<file path="config.mk">
export PLATFORM = sky130hd
export DESIGN_NAME = rv_instr_field_decoder
export DESIGN_NICKNAME = d
export VERILOG_FILES = /design/src/rtl/rv_instr_field_decoder_pkg.sv /design/src/rtl/rv_instr_field_decoder_sign_ext_12_32.sv /design/src/rtl/rv_instr_field_decoder.sv
export SDC_FILE = /design/constraint.sdc
export NUM_CORES = 1
export LEC_CHECK = 0
export CAP_MARGIN = 10
export CORE_AREA = 2 2 95 97
export CTS_CLUSTER_SIZE = 30
export DETAILED_ROUTE_END_ITERATION = 10
export DIE_AREA = 0 0 97 99
export MAX_ROUTING_LAYER = met4
export PLACE_DENSITY = 0.81
export SYNTH_ARGS = -nofsm -noshare
export SYNTH_HDL_FRONTEND = slang
export SYNTH_SLANG_ARGS = --single-unit
</file>
<file path="constraint.sdc">
create_clock -name iwClk -period 4 [get_ports iwClk]
set_input_delay 0.8 -clock iwClk [delete_from_list [all_inputs] [get_ports iwClk]]
set_output_delay 0.8 -clock iwClk [all_outputs]
set_load 0.01 [all_outputs]
</file>
<file path="src/rtl/rv_instr_field_decoder_pkg.sv">
`default_nettype none
// ============================================================================
// Module      : rv_instr_field_decoder_pkg
// Description : RV32I opcode constants, format codes and the opcode-to-format
//               lookup shared by the instruction field decoder.
// Revision    : 1.0
// ============================================================================
package rv_instr_field_decoder_pkg;

    localparam logic [6:0] RISCV_OPCODE_LUI    = 7'b0110111;
    localparam logic [6:0] RISCV_OPCODE_AUIPC  = 7'b0010111;
    localparam logic [6:0] RISCV_OPCODE_JAL    = 7'b1101111;
    localparam logic [6:0] RISCV_OPCODE_JALR   = 7'b1100111;
    localparam logic [6:0] RISCV_OPCODE_BRANCH = 7'b1100011;
    localparam logic [6:0] RISCV_OPCODE_LOAD   = 7'b0000011;
    localparam logic [6:0] RISCV_OPCODE_STORE  = 7'b0100011;
    localparam logic [6:0] RISCV_OPCODE_OP_IMM = 7'b0010011;
    localparam logic [6:0] RISCV_OPCODE_OP     = 7'b0110011;

    localparam logic [2:0] FORMAT_R       = 3'd0;
    localparam logic [2:0] FORMAT_I       = 3'd1;
    localparam logic [2:0] FORMAT_S       = 3'd2;
    localparam logic [2:0] FORMAT_B       = 3'd3;
    localparam logic [2:0] FORMAT_U       = 3'd4;
    localparam logic [2:0] FORMAT_J       = 3'd5;
    localparam logic [2:0] FORMAT_UNKNOWN = 3'd7;

    // Compressed encodings (low bits != 2'b11) are never classified.
    function automatic logic [2:0] format_of(input logic [6:0] opcode);
        logic [2:0] fmt;
        fmt = FORMAT_UNKNOWN;
        if (opcode[1:0] == 2'b11) begin
            case (opcode)
                RISCV_OPCODE_OP:     fmt = FORMAT_R;
                RISCV_OPCODE_OP_IMM,
                RISCV_OPCODE_LOAD,
                RISCV_OPCODE_JALR:   fmt = FORMAT_I;
                RISCV_OPCODE_STORE:  fmt = FORMAT_S;
                RISCV_OPCODE_BRANCH: fmt = FORMAT_B;
                RISCV_OPCODE_LUI,
                RISCV_OPCODE_AUIPC:  fmt = FORMAT_U;
                RISCV_OPCODE_JAL:    fmt = FORMAT_J;
                default:             fmt = FORMAT_UNKNOWN;
            endcase
        end
        return fmt;
    endfunction

endpackage
`default_nettype wire

</file>
<file path="src/rtl/rv_instr_field_decoder_sign_ext_12_32.sv">
`default_nettype none
// ============================================================================
// Module      : sign_ext_12_32
// Description : Combinational 12-to-32 bit sign extender.
// Revision    : 1.0
// ============================================================================
module sign_ext_12_32 (
    input  logic [11:0] i_imm,
    output logic [31:0] o_ext
);

    assign o_ext = {{20{i_imm[11]}}, i_imm};

endmodule
`default_nettype wire

</file>
<file path="src/rtl/rv_instr_field_decoder.sv">
`default_nettype none
// ============================================================================
// Module      : rv_instr_field_decoder
// Description : Registered RV32I instruction field decoder, one-cycle latency.
// Revision    : 1.0
// ============================================================================
module rv_instr_field_decoder
    import rv_instr_field_decoder_pkg::*;
(
    input  logic        iwClk,
    input  logic        iwRst,
    input  logic        iwValid,
    input  logic [31:0] iwInstr,
    output logic        orValid,
    output logic [4:0]  orRs1,
    output logic [4:0]  orRs2,
    output logic [4:0]  orRd,
    output logic [6:0]  orOpCode,
    output logic [2:0]  orFunct3,
    output logic [6:0]  orFunct7,
    output logic [19:0] orImmediate20,
    output logic [11:0] orImmediate12,
    output logic [11:0] orImmediate12SClass,
    output logic [31:0] orImmediate12Extended,
    output logic [31:0] orImmediate12SClassExtended,
    output logic [31:0] orImmBExtended,
    output logic [31:0] orImmJExtended,
    output logic [2:0]  orFormat
);

    logic [11:0] w_imm_i;
    logic [11:0] w_imm_s;
    logic [31:0] w_imm_i_ext;
    logic [31:0] w_imm_s_ext;
    logic [31:0] w_imm_b_ext;
    logic [31:0] w_imm_j_ext;
    logic [2:0]  w_format;

    assign w_imm_i = iwInstr[31:20];
    assign w_imm_s = {iwInstr[31:25], iwInstr[11:7]};

    sign_ext_12_32 u_sext_i (
        .i_imm (w_imm_i),
        .o_ext (w_imm_i_ext)
    );

    sign_ext_12_32 u_sext_s (
        .i_imm (w_imm_s),
        .o_ext (w_imm_s_ext)
    );

    // Branch/jump offsets are halfword-aligned, so bit 0 is implicit zero.
    assign w_imm_b_ext = {{20{iwInstr[31]}}, iwInstr[7], iwInstr[30:25],
                          iwInstr[11:8], 1'b0};
    assign w_imm_j_ext = {{12{iwInstr[31]}}, iwInstr[19:12], iwInstr[20],
                          iwInstr[30:21], 1'b0};

    assign w_format = format_of(iwInstr[6:0]);

    always_ff @(posedge iwClk) begin
        if (iwRst) begin
            orValid                     <= 1'b0;
            orRs1                       <= '0;
            orRs2                       <= '0;
            orRd                        <= '0;
            orOpCode                    <= '0;
            orFunct3                    <= '0;
            orFunct7                    <= '0;
            orImmediate20               <= '0;
            orImmediate12               <= '0;
            orImmediate12SClass         <= '0;
            orImmediate12Extended       <= '0;
            orImmediate12SClassExtended <= '0;
            orImmBExtended              <= '0;
            orImmJExtended              <= '0;
            orFormat                    <= FORMAT_UNKNOWN;
        end else if (iwValid) begin
            orValid                     <= 1'b1;
            orRs1                       <= iwInstr[19:15];
            orRs2                       <= iwInstr[24:20];
            orRd                        <= iwInstr[11:7];
            orOpCode                    <= iwInstr[6:0];
            orFunct3                    <= iwInstr[14:12];
            orFunct7                    <= iwInstr[31:25];
            orImmediate20               <= iwInstr[31:12];
            orImmediate12               <= w_imm_i;
            orImmediate12SClass         <= w_imm_s;
            orImmediate12Extended       <= w_imm_i_ext;
            orImmediate12SClassExtended <= w_imm_s_ext;
            orImmBExtended              <= w_imm_b_ext;
            orImmJExtended              <= w_imm_j_ext;
            orFormat                    <= w_format;
        end else begin
            // Stall: fields keep the last decode for the consumer.
            orValid <= 1'b0;
        end
    end

endmodule
`default_nettype wire

</file>
==> summary.md, run 1 <==
| Metric | Value |
|---|---|
| Status | `complete, no violations` |
| Antenna cell count | `0` |
| Drt drc | `0` |
| Clock transition at path regs | `about 90 ps` |
| Commonest cells after routing, fill and taps aside | `239 x clkdlybuf4s50_1, 35 x dfxtp_1, 33 x nor2_1` |
| Worst Hold End | `orOpCode[4]$_SDFFE_PP0P_` |
| Initial DRC count | `23` |
| Actual slew at the worst max-slew pin | `around 1100 ps` |
| Hold Path Stages | `2` |
| Synth Warn # | `0` |
| Vias | `~1800` |
| Slew HR | `28.0%` |
| CP top delay family | `flip-flops` |
| Post-synthesis register bit count | `36` |
| CP Capture Type | `output pin` |
| Routed WL per cell | `approximately 13 um` |
| H-tree levels | `2` |
| R2r endpoint | `orFunct7[6]$_SDFFE_PP0P_` |
| Arr. time, crit path | `approximately 2100 ps` |
| Cell variety after synth | `20` |
| Initial core utilization | `roughly 31%` |
| Final worst path period need | `2860 ps` |
| Commonest non-fill, non-tap cell in the layout | `clkdlybuf4s50_1` |
| Worst path cell trace | `clkdlybuf4s50_1` |
| Layout Skew | `0 ps` |
| Reg2reg setup slack | `between 2000 and 3000 ps` |
| Max-cap viol count | `0` |
| Min-delay src | `orOpCode[4]$_SDFFE_PP0P_` |
| Post-Syn Area | `between 0.002 and 0.003 mm2` |
| Yosys top cell area share | `48.7%` |
| Clock sinks | `36` |
| Gr usage total | `~11%` |
| Antenna viol nets, final | `0` |
| Number of global-route vias before repair | `1654` |
| Syn avg cell area | `9.00 um2` |
| Total negative setup slack | `0 ps` |
| Final Setup Violations | `0` |
| Critical Path Fanout Max | `around 80` |
| CP bufs+invs | `1` |
| Largest stage delay, worst path | `1050 ps` |
| CTS tree | `yes` |
| Num CTS Buffers | `5` |
| Synth area leader | `buf_4` |
| Register area share after synthesis | `27.0%` |
| PwrDens | `~270 mW/mm2` |
| Leakage power | `around 1.5 nW` |
| First-pass GRT wire length | `between 8000 and 9000 um` |
| Area Growth Syn to Fin | `47.0%` |
| Hold Vio Cnt, Final | `0` |
| Die W | `97 um` |
| Pins over their slew limit | `0` |
| Row count | `34` |
| Final HPWL from detailed placement | `approximately 4600 um` |
| Post-CTS setup buffers | `0` |
| Initial antenna violation count | `0` |
| Min-Delay Path Class | `register to register` |
| Via density | `3.90` |
| FF-to-FF Start | `orFunct7[6]$_SDFFE_PP0P_` |
| Grt ovf | `0` |
| Slowest cell on the critical path | `dfxtp_2` |
| Synthesized instance count | `296` |
| Share of cells above drive strength 1 | `3.83%` |
| RSZ-0062 raised after global routing | `false` |
| Hold-fix buffers, CTS | `0` |
| Die height | `approximately 100 um` |
| # IOs | `around 240` |
| Fmax achieved | `0.350 GHz` |
| CP Data Required Time | `between 3000 and 4000 ps` |
| Cells on worst reg2reg path | `2` |
| Root buf cell | `clkbuf_8` |
| Synth area leaders | `buf_4 49%, dfxtp_1 27%, mux2i_1 12%` |
| DIE AREA | `slightly below 0.01 mm2` |
| VDD IR max | `around 0.00019 V` |
| Drt pass-1 iters | `2` |
| Placed Instance Area | `about 0.0038 mm2` |
| Nets | `400` |
| Largest net degree at the start of global routing | `80` |
| Finished Cell Area | `0.00392 mm2` |
| GP Congestion | `0.698` |
| Startpoint types | `register` |
| Tcrit/Tclk final | `71.5%` |
| Core area | `around 0.0086 mm2` |
| # port buffers | `240` |
| Post-CTS resize count | `0` |
| WL final | `~6000 um` |
| Clk_lat worst skew | `290 ps` |
| Clock Tree Buf Depth | `2` |
| Setup CP Type | `register to output pin` |
## cell usage after synthesis
master,count
conb_1,1
mux2_2,1
dfxtp_1,36
o21ai_0,1
clkbuf_1,2
mux2i_1,32
nor2b_1,1
buf_12,3
nor3_1,2
buf_6,1
nor2_1,33
nand4b_4,1
buf_4,173
o21bai_1,1
nand4b_1,1
o32ai_1,1
nor3_2,1
nand3b_1,1
buf_2,1
a21oi_1,3
## how the worst max path moves through the flow
stage	start	to	depth (start not counted)
2_1_floorplan	orFunct7[6]$_SDFFE_PP0P_	orImmBExtended[12]	1
3_3_place_gp	orFunct7[6]$_SDFFE_PP0P_	orImmediate12SClassExtended[29]	1
3_5_place_dp	orFunct7[6]$_SDFFE_PP0P_	orImmediate12Extended[30]	1
4_1_cts	orFunct7[6]$_SDFFE_PP0P_	orImmediate12Extended[30]	1
5_1_grt	orFunct7[6]$_SDFFE_PP0P_	orImmBExtended[29]	1
6_report	orFunct7[6]$_SDFFE_PP0P_	orImmediate12Extended[30]	1
## worst reg2reg max path, stage by stage, from the launching register on
cell     delay, ps
dfxtp_2       1050
mux2i_1        160
nor2_1         120
## report_power, final
| part | total, mW | internal [mW] | switching [mW] |
|---|---|---|---|
| Combinational | 0.378 | 0.240 | 0.137 |
| Clock | 0.269 | 0.124 | 0.145 |
| Sequential | 0.412 | 0.378 | 0.0331 |
## routing by layer
metal / track usage (%) / part of all wire, % / up-vias / routed length [um]
met5: - / 0 / - / 0
li1: - / - / 897 / -
met4: 2.93 / 0.53 / 0 / 32
met3: 3.90 / 9.7 / 2 / 585
met2: 20.1 / 50 / 123 / 3030
met1: 12.6 / 39 / 825 / 2350
## cells by family after synthesis
kind of cell	synth area share, %
AND/OR/NAND/NOR	7.14
flip-flops	27.0
multiplexers	12.4
other	0.141
AO/OA/AOI/OAI	1.36
buffers and inverters	51.9
## registers in the layout, indices dropped and copies added, names as in the netlist
signal / flops
orFormat: 3
orFunct3: 2
orFunct7: 7
orImmediate12SClassExtended: 1
orImmediate20: 3
orOpCode: 7
orRd: 4
orRs1: 4
orRs2: 4
orValid: 1
## area by class of cell
type	instances	area, um2
multi-input cells	81	566
clock inverters	3	21.3
repair buffers	241	2400
clock buffers	5	68.8
well taps	108	135
fillers	787	4630
flip-flops and latches	36	722
## stage by stage
stage / util, % / cells / hold WS (ps) / power [mW] / setup WS [ps]
final: 45.8 / 474 / 498 / 1.06 / 1140
after CTS: 45.8 / 474 / 505 / 1.08 / 1060
after global placement: 44.8 / 466 / 474 / 0.794 / 1510
after detailed placement: 44.8 / 466 / 483 / 0.802 / 1390
after global routing: 45.8 / 474 / 536 / 1.11 / 887
after floorplan: - / 297 / 531 / 0.671 / 1290
Power figures use the tool's default switching activity.
==> run 2, diff against run 1 <==
CORE_AREA = 2 2 101 103   (was 2 2 95 97)
DIE_AREA = 0 0 103 105   (was 0 0 97 99)
PLACE_DENSITY = 0.76   (was 0.81)
clock period = 2.62 ns   (was 4 ns; I/O delays follow)
==> summary.md, run 2 (synthesis gave the netlist of run 1 again) <==
| Metric | Value |
|---|---|
| Commonest non-fill, non-tap cell in the layout | `clkdlybuf4s50_1` |
| Placed cell count | `493` |
| Tcrit/Tclk final | `approximately 82%` |
| # IOs | `243` |
| PwrDens | `slightly above 400 mW/mm2` |
| Int Power | `1.17 mW` |
| Max-cap viol count | `0` |
| Row count | `36` |
| RSZ-0062 raised after global routing | `false` |
| Placed Instance Area | `0.00390 mm2` |
| Via density | `3.76` |
| Status | `complete, no violations` |
| Antenna cell count | `0` |
| Actual slew at the worst max-slew pin | `roughly 650 ps` |
| Min-Delay Path Class | `register to register` |
| Critical Path Fanout Max | `67` |
| Nets | `~400` |
| Die W | `about 100 um` |
| Gr usage total | `9.85%` |
| Final worst path period need | `roughly 2100 ps` |
| Commonest cells after routing, fill and taps aside | `239 x clkdlybuf4s50_1, 35 x dfxtp_1, 33 x nor2_1` |
| Combinational power share | `approximately 36%` |
| Setup slack at placement | `roughly 760 ps` |
| Tot Pwr | `1.64 mW` |
| Post-CTS setup buffers | `0` |
| Sequential share of power | `~38%` |
| CTS tree | `yes` |
| Sw frac | `29.0%` |
| Finished Cell Area | `~0.004 mm2` |
| Initial antenna violation count | `0` |
| Final Setup Violations | `0` |
| Number of global-route vias before repair | `around 1600` |
| Grt ovf | `0` |
| Initial DRC count | `between 40 and 50` |
| Pins over their slew limit | `0` |
| CP Capture Type | `output pin` |
| Setup CP Type | `register to output pin` |
| Vias | `1884` |
| First-pass GRT wire length | `~8100 um` |
| Regs by FF count | `orFunct7 (7), orOpCode (7)` |
| Die height | `around 110 um` |
| Share of cells above drive strength 1 | `under 10%` |
| Hold Vio Cnt, Final | `0` |
| DIE AREA | `0.0108 mm2` |
| Arr. time, crit path | `roughly 1600 ps` |
| Root buf cell | `clkbuf_8` |
| Num CTS Buffers | `5` |
| H-tree levels | `2` |
| Slew HR | `a little under three fifths` |
| Setup WS post-layout | `~480 ps` |
| Clk_lat worst skew | `between 200 and 300 ps` |
| Fin cells | `~500` |
| Routed WL per cell | `~12 um` |
| WL final | `about 6000 um` |
| Clock transition at path regs | `80 ps` |
| Layout Skew | `0 ps` |
| Largest net degree at the start of global routing | `68` |
| Final HPWL from detailed placement | `4640 um` |
| Hold-fix buffers, CTS | `0` |
| Clock share of power | `between 20% and 30%` |
| VDD IR max | `between 0.0002 and 0.00025 V` |
| Post-CTS resize count | `0` |
| Clock Tree Buf Depth | `2` |
| Antenna viol nets, final | `0` |
| Area Growth Syn to Fin | `49.9%` |
| Total negative setup slack | `0 ps` |
| GP Congestion | `just under 0.7` |
| # port buffers | `240` |
| Drt drc | `0` |
| Drt pass-1 iters | `4` |
| Initial core utilization | `~28%` |
| Startpoint types | `register` |
| Sw Pwr | `~480 uW` |
| Core area | `slightly below 0.01 mm2` |
| Leakage power | `between 1.5 and 2 nW` |
| Clock sinks | `36` |
| Fmax achieved | `approximately 0.47 GHz` |
| CP Data Required Time | `2100 ps` |
[run 2: cell types whose count changed in the layout (fill, tap and decap cells not counted), sizes merged]
cell / change
buf: +2
clkinvlp: -1
clkbuf: +1
[run 2: worst paths after layout]
path,from,endpoint,slack (ps),cells after the start
worst max-delay path,orFunct7[6]$_SDFFE_PP0P_,orImmediate12Extended[22],480,2
worst min-delay path,orOpCode[2]$_SDFFE_PP0P_,orOpCode[2]$_SDFFE_PP0P_,510,2
worst max register to register,orFunct7[1]$_SDFFE_PP0P_,orFunct7[1]$_SDFFE_PP0P_,1840,2
worst min register to register,orOpCode[2]$_SDFFE_PP0P_,orOpCode[2]$_SDFFE_PP0P_,510,2
[run 2: per-stage QoR]
step                hold WS [ps]  utilization (%)
finish                       505             41.4
global route                 547             41.4
CTS                          510             41.4
detailed placement           487             40.4
global placement             473             40.4
floorplan                    531                -
[run 2: critical path, stage by stage, from the launching register on]
cell and delay, ps:
dfxtp_2 460, buf_12 270, clkdlybuf4s50_1 590
[run 2: layer usage]
| layer | routed length (um) | track usage, % | up-vias |
|---|---|---|---|
| met2 | 2930 | 17.8 | 137 |
| li1 | - | - | 903 |
| met1 | 2240 | 9.46 | 837 |
| met5 | 0 | - | - |
| met3 | 758 | 3.75 | 7 |
| met4 | 67 | 3.20 | 0 |
[run 2: cell type report]
type	instances	area [um2]
fillers	956	5640
well taps	133	166
clock buffers	6	82.6
multi-input cells	81	566
clock inverters	2	13.8
flip-flops and latches	36	722
repair buffers	243	2440
[run 2: power groups by stage]
stage / clock network, mW / registers [mW] / logic, mW
final: 0.429 / 0.616 / 0.595
after global routing: 0.477 / 0.624 / 0.629
after CTS: 0.459 / 0.618 / 0.603
after detailed placement: 0 / 0.630 / 0.602
after global placement: 0 / 0.627 / 0.594
after floorplan: 0 / 0.648 / 0.377
==> run 3, diff against run 2 <==
clock period = 1.75 ns   (was 2.62 ns; I/O delays follow)
==> summary.md, run 3 (synthesis gave the netlist of run 1 again) <==
| Metric | Value |
|---|---|
| Core area | `just under 0.01 mm2` |
| Die W | `103 um` |
| Num CTS Buffers | `5` |
| CP top delay family | `buffers and inverters` |
| Clock share of power | `between 20% and 30%` |
| Largest stage delay, worst path | `~600 ps` |
| Clk_lat worst skew | `between 200 and 300 ps` |
| # IOs | `between 200 and 250` |
| Share of cells above drive strength 1 | `between 7 and 8%` |
| Setup WS post-layout | `just over 50 ps` |
| Final HPWL from detailed placement | `between 4000 and 5000 um` |
| Commonest cells after routing, fill and taps aside | `161 x clkdlybuf4s50_1, 78 x dlygate4sd2_1, 33 x nor2_1` |
| CP endpoint | `orImmJExtended[18]` |
| Vias | `1912` |
| Layout Skew | `0 ps` |
| Worst path cell trace | `clkdlybuf4s50_1` |
| Area Growth Syn to Fin | `48.8%` |
| RSZ-0062 raised after global routing | `false` |
| # port buffers | `240` |
| Total negative setup slack | `0 ps` |
| FF-to-FF Start | `orFunct7[6]$_SDFFE_PP0P_` |
| Fin cells | `approximately 500` |
| Drt pass-1 iters | `4` |
| Arr. time, crit path | `about 1400 ps` |
| Initial DRC count | `42` |
| Pins over their slew limit | `0` |
| Critical path launch point | `orRs1[3]$_SDFFE_PP0P_` |
| Int Power | `between 1.5 and 2 mW` |
| Drt drc | `0` |
| VDD IR max | `about 0.00034 V` |
| Regs by FF count | `orFunct7 (7), orOpCode (7)` |
| Hold-fix buffers, CTS | `0` |
| CTS tree | `yes` |
| Leakage power | `between 1.5 and 2 nW` |
| R2r endpoint | `orFunct7[6]$_SDFFE_PP0P_` |
| Clock transition at path regs | `80 ps` |
| Sw Pwr | `726 uW` |
| Placed cell count | `495` |
| Commonest non-fill, non-tap cell in the layout | `clkdlybuf4s50_1` |
| CP Capture Type | `output pin` |
| Tcrit/Tclk final | `97.1%` |
| CP Data Required Time | `1400 ps` |
| Max-cap viol count | `0` |
| Cells on worst reg2reg path | `3` |
| Fmax achieved | `0.588 GHz` |
| Clock sinks | `36` |
| WL final | `roughly 6300 um` |
| CP Depth | `1` |
| Grt ovf | `0` |
| Clock Tree Buf Depth | `2` |
| Number of global-route vias before repair | `around 1700` |
| Final worst path period need | `1700 ps` |
| Routed WL per cell | `~13 um` |
| Gr usage total | `between 10% and 20%` |
| Sequential share of power | `between 30% and 40%` |
| Hold Vio Cnt, Final | `0` |
| Startpoint types | `register` |
| Setup CP Type | `register to output pin` |
| Initial antenna violation count | `0` |
| Min-Delay Path Class | `register to register` |
| Setup slack at placement | `a little under 200 ps` |
| GP Congestion | `between 0.7 and 0.8` |
| Largest net degree at the start of global routing | `38` |
| Reg2reg setup slack | `between 900 and 1000 ps` |
| Die height | `approximately 110 um` |
| Antenna viol nets, final | `0` |
| Row count | `36` |
| PwrDens | `609 mW/mm2` |
| Slowest cell on the critical path | `clkdlybuf4s50_1` |
| CP bufs+invs | `1` |
| Fill cell count | `roughly 1000` |
| Via density | `approximately 3.8` |
| Status | `complete, no violations` |
| Antenna cell count | `0` |
| Root buf cell | `clkbuf_8` |
| Tot Pwr | `between 2 and 2.5 mW` |
| Combinational power share | `about a third` |
| DIE AREA | `0.0108 mm2` |
| First-pass GRT wire length | `around 9000 um` |
| Initial core utilization | `between 20% and 30%` |
| Critical Path Fanout Max | `4` |
| Nets | `just over 400` |
| Final Setup Violations | `0` |
| Sw frac | `~30%` |
| H-tree levels | `2` |
| Post-CTS setup buffers | `0` |
## run 3: cell count changes in the layout (fill, tap and decap cells not counted), sizes merged
cell and delta:
buf +3, clkdlybuf4s50 -78, dlygate4sd2 +78
## run 3: worst min-delay path by stage
stage	from	to	slack, ps	cells past startpoint
2_1_floorplan	iwInstr[31]	orFunct7[6]$_SDFFE_PP0P_	500	2
3_3_place_gp	orOpCode[5]$_SDFFE_PP0P_	orOpCode[5]$_SDFFE_PP0P_	470	2
6_report	orOpCode[2]$_SDFFE_PP0P_	orOpCode[2]$_SDFFE_PP0P_	500	2
3_5_place_dp	orOpCode[2]$_SDFFE_PP0P_	orOpCode[2]$_SDFFE_PP0P_	490	2
4_1_cts	orOpCode[2]$_SDFFE_PP0P_	orOpCode[2]$_SDFFE_PP0P_	510	2
5_1_grt	orOpCode[5]$_SDFFE_PP0P_	orOpCode[5]$_SDFFE_PP0P_	540	2
## run 3: area by class of cell
| cell class | count | area [um2] | share of cell area, % |
|---|---|---|---|
| Sequential cell | 36 | 734 | 18.5 |
| Tap cell | 133 | 166 | 4.20 |
| Timing Repair Buffer | 246 | 2400 | 60.6 |
| Multi-Input combinational cell | 81 | 566 | 14.3 |
| Clock buffer | 6 | 82.6 | 2.08 |
| Clock inverter | 2 | 13.8 | 0.347 |
## run 3: through the flow
step / utilization (%) / instance area [um2] / hold slack, ps
detailed placement: 40.7 / 3930 / 486
global route: 41.1 / 3970 / 537
finish: 41.1 / 3970 / 499
global placement: 40.7 / 3930 / 473
CTS: 41.0 / 3960 / 506
floorplan: - / 2670 / 497
## run 3: power by group through the flow
stage	sequential, mW	clock (mW)	combinational (mW)
after floorplan	0.970	0	0.556
after global placement	0.937	0	0.901
after detailed placement	0.940	0	0.913
after CTS	0.923	0.698	0.849
after global routing	0.934	0.725	0.892
final	0.923	0.654	0.839
## run 3: timing repair
| action | CTS | global route |
|---|---|---|
| gates cloned | 1 | 0 |
| pin swaps | 0 | 0 |
| resized for setup | 80 | 8 |
| setup endpoints to repair | 74 | 47 |
| hold endpoints to repair | 0 | 0 |
## run 3: routing by layer
metal | share of wire, % | up-vias | track usage (%) | wire [um]
li1 | - | 910 | - | -
met2 | 48 | 146 | 18.7 | 3020
met4 | 0.70 | 0 | 3.10 | 44
met5 | 0 | - | - | 0
met1 | 40 | 852 | 11.5 | 2520
met3 | 11 | 4 | 3.34 | 715
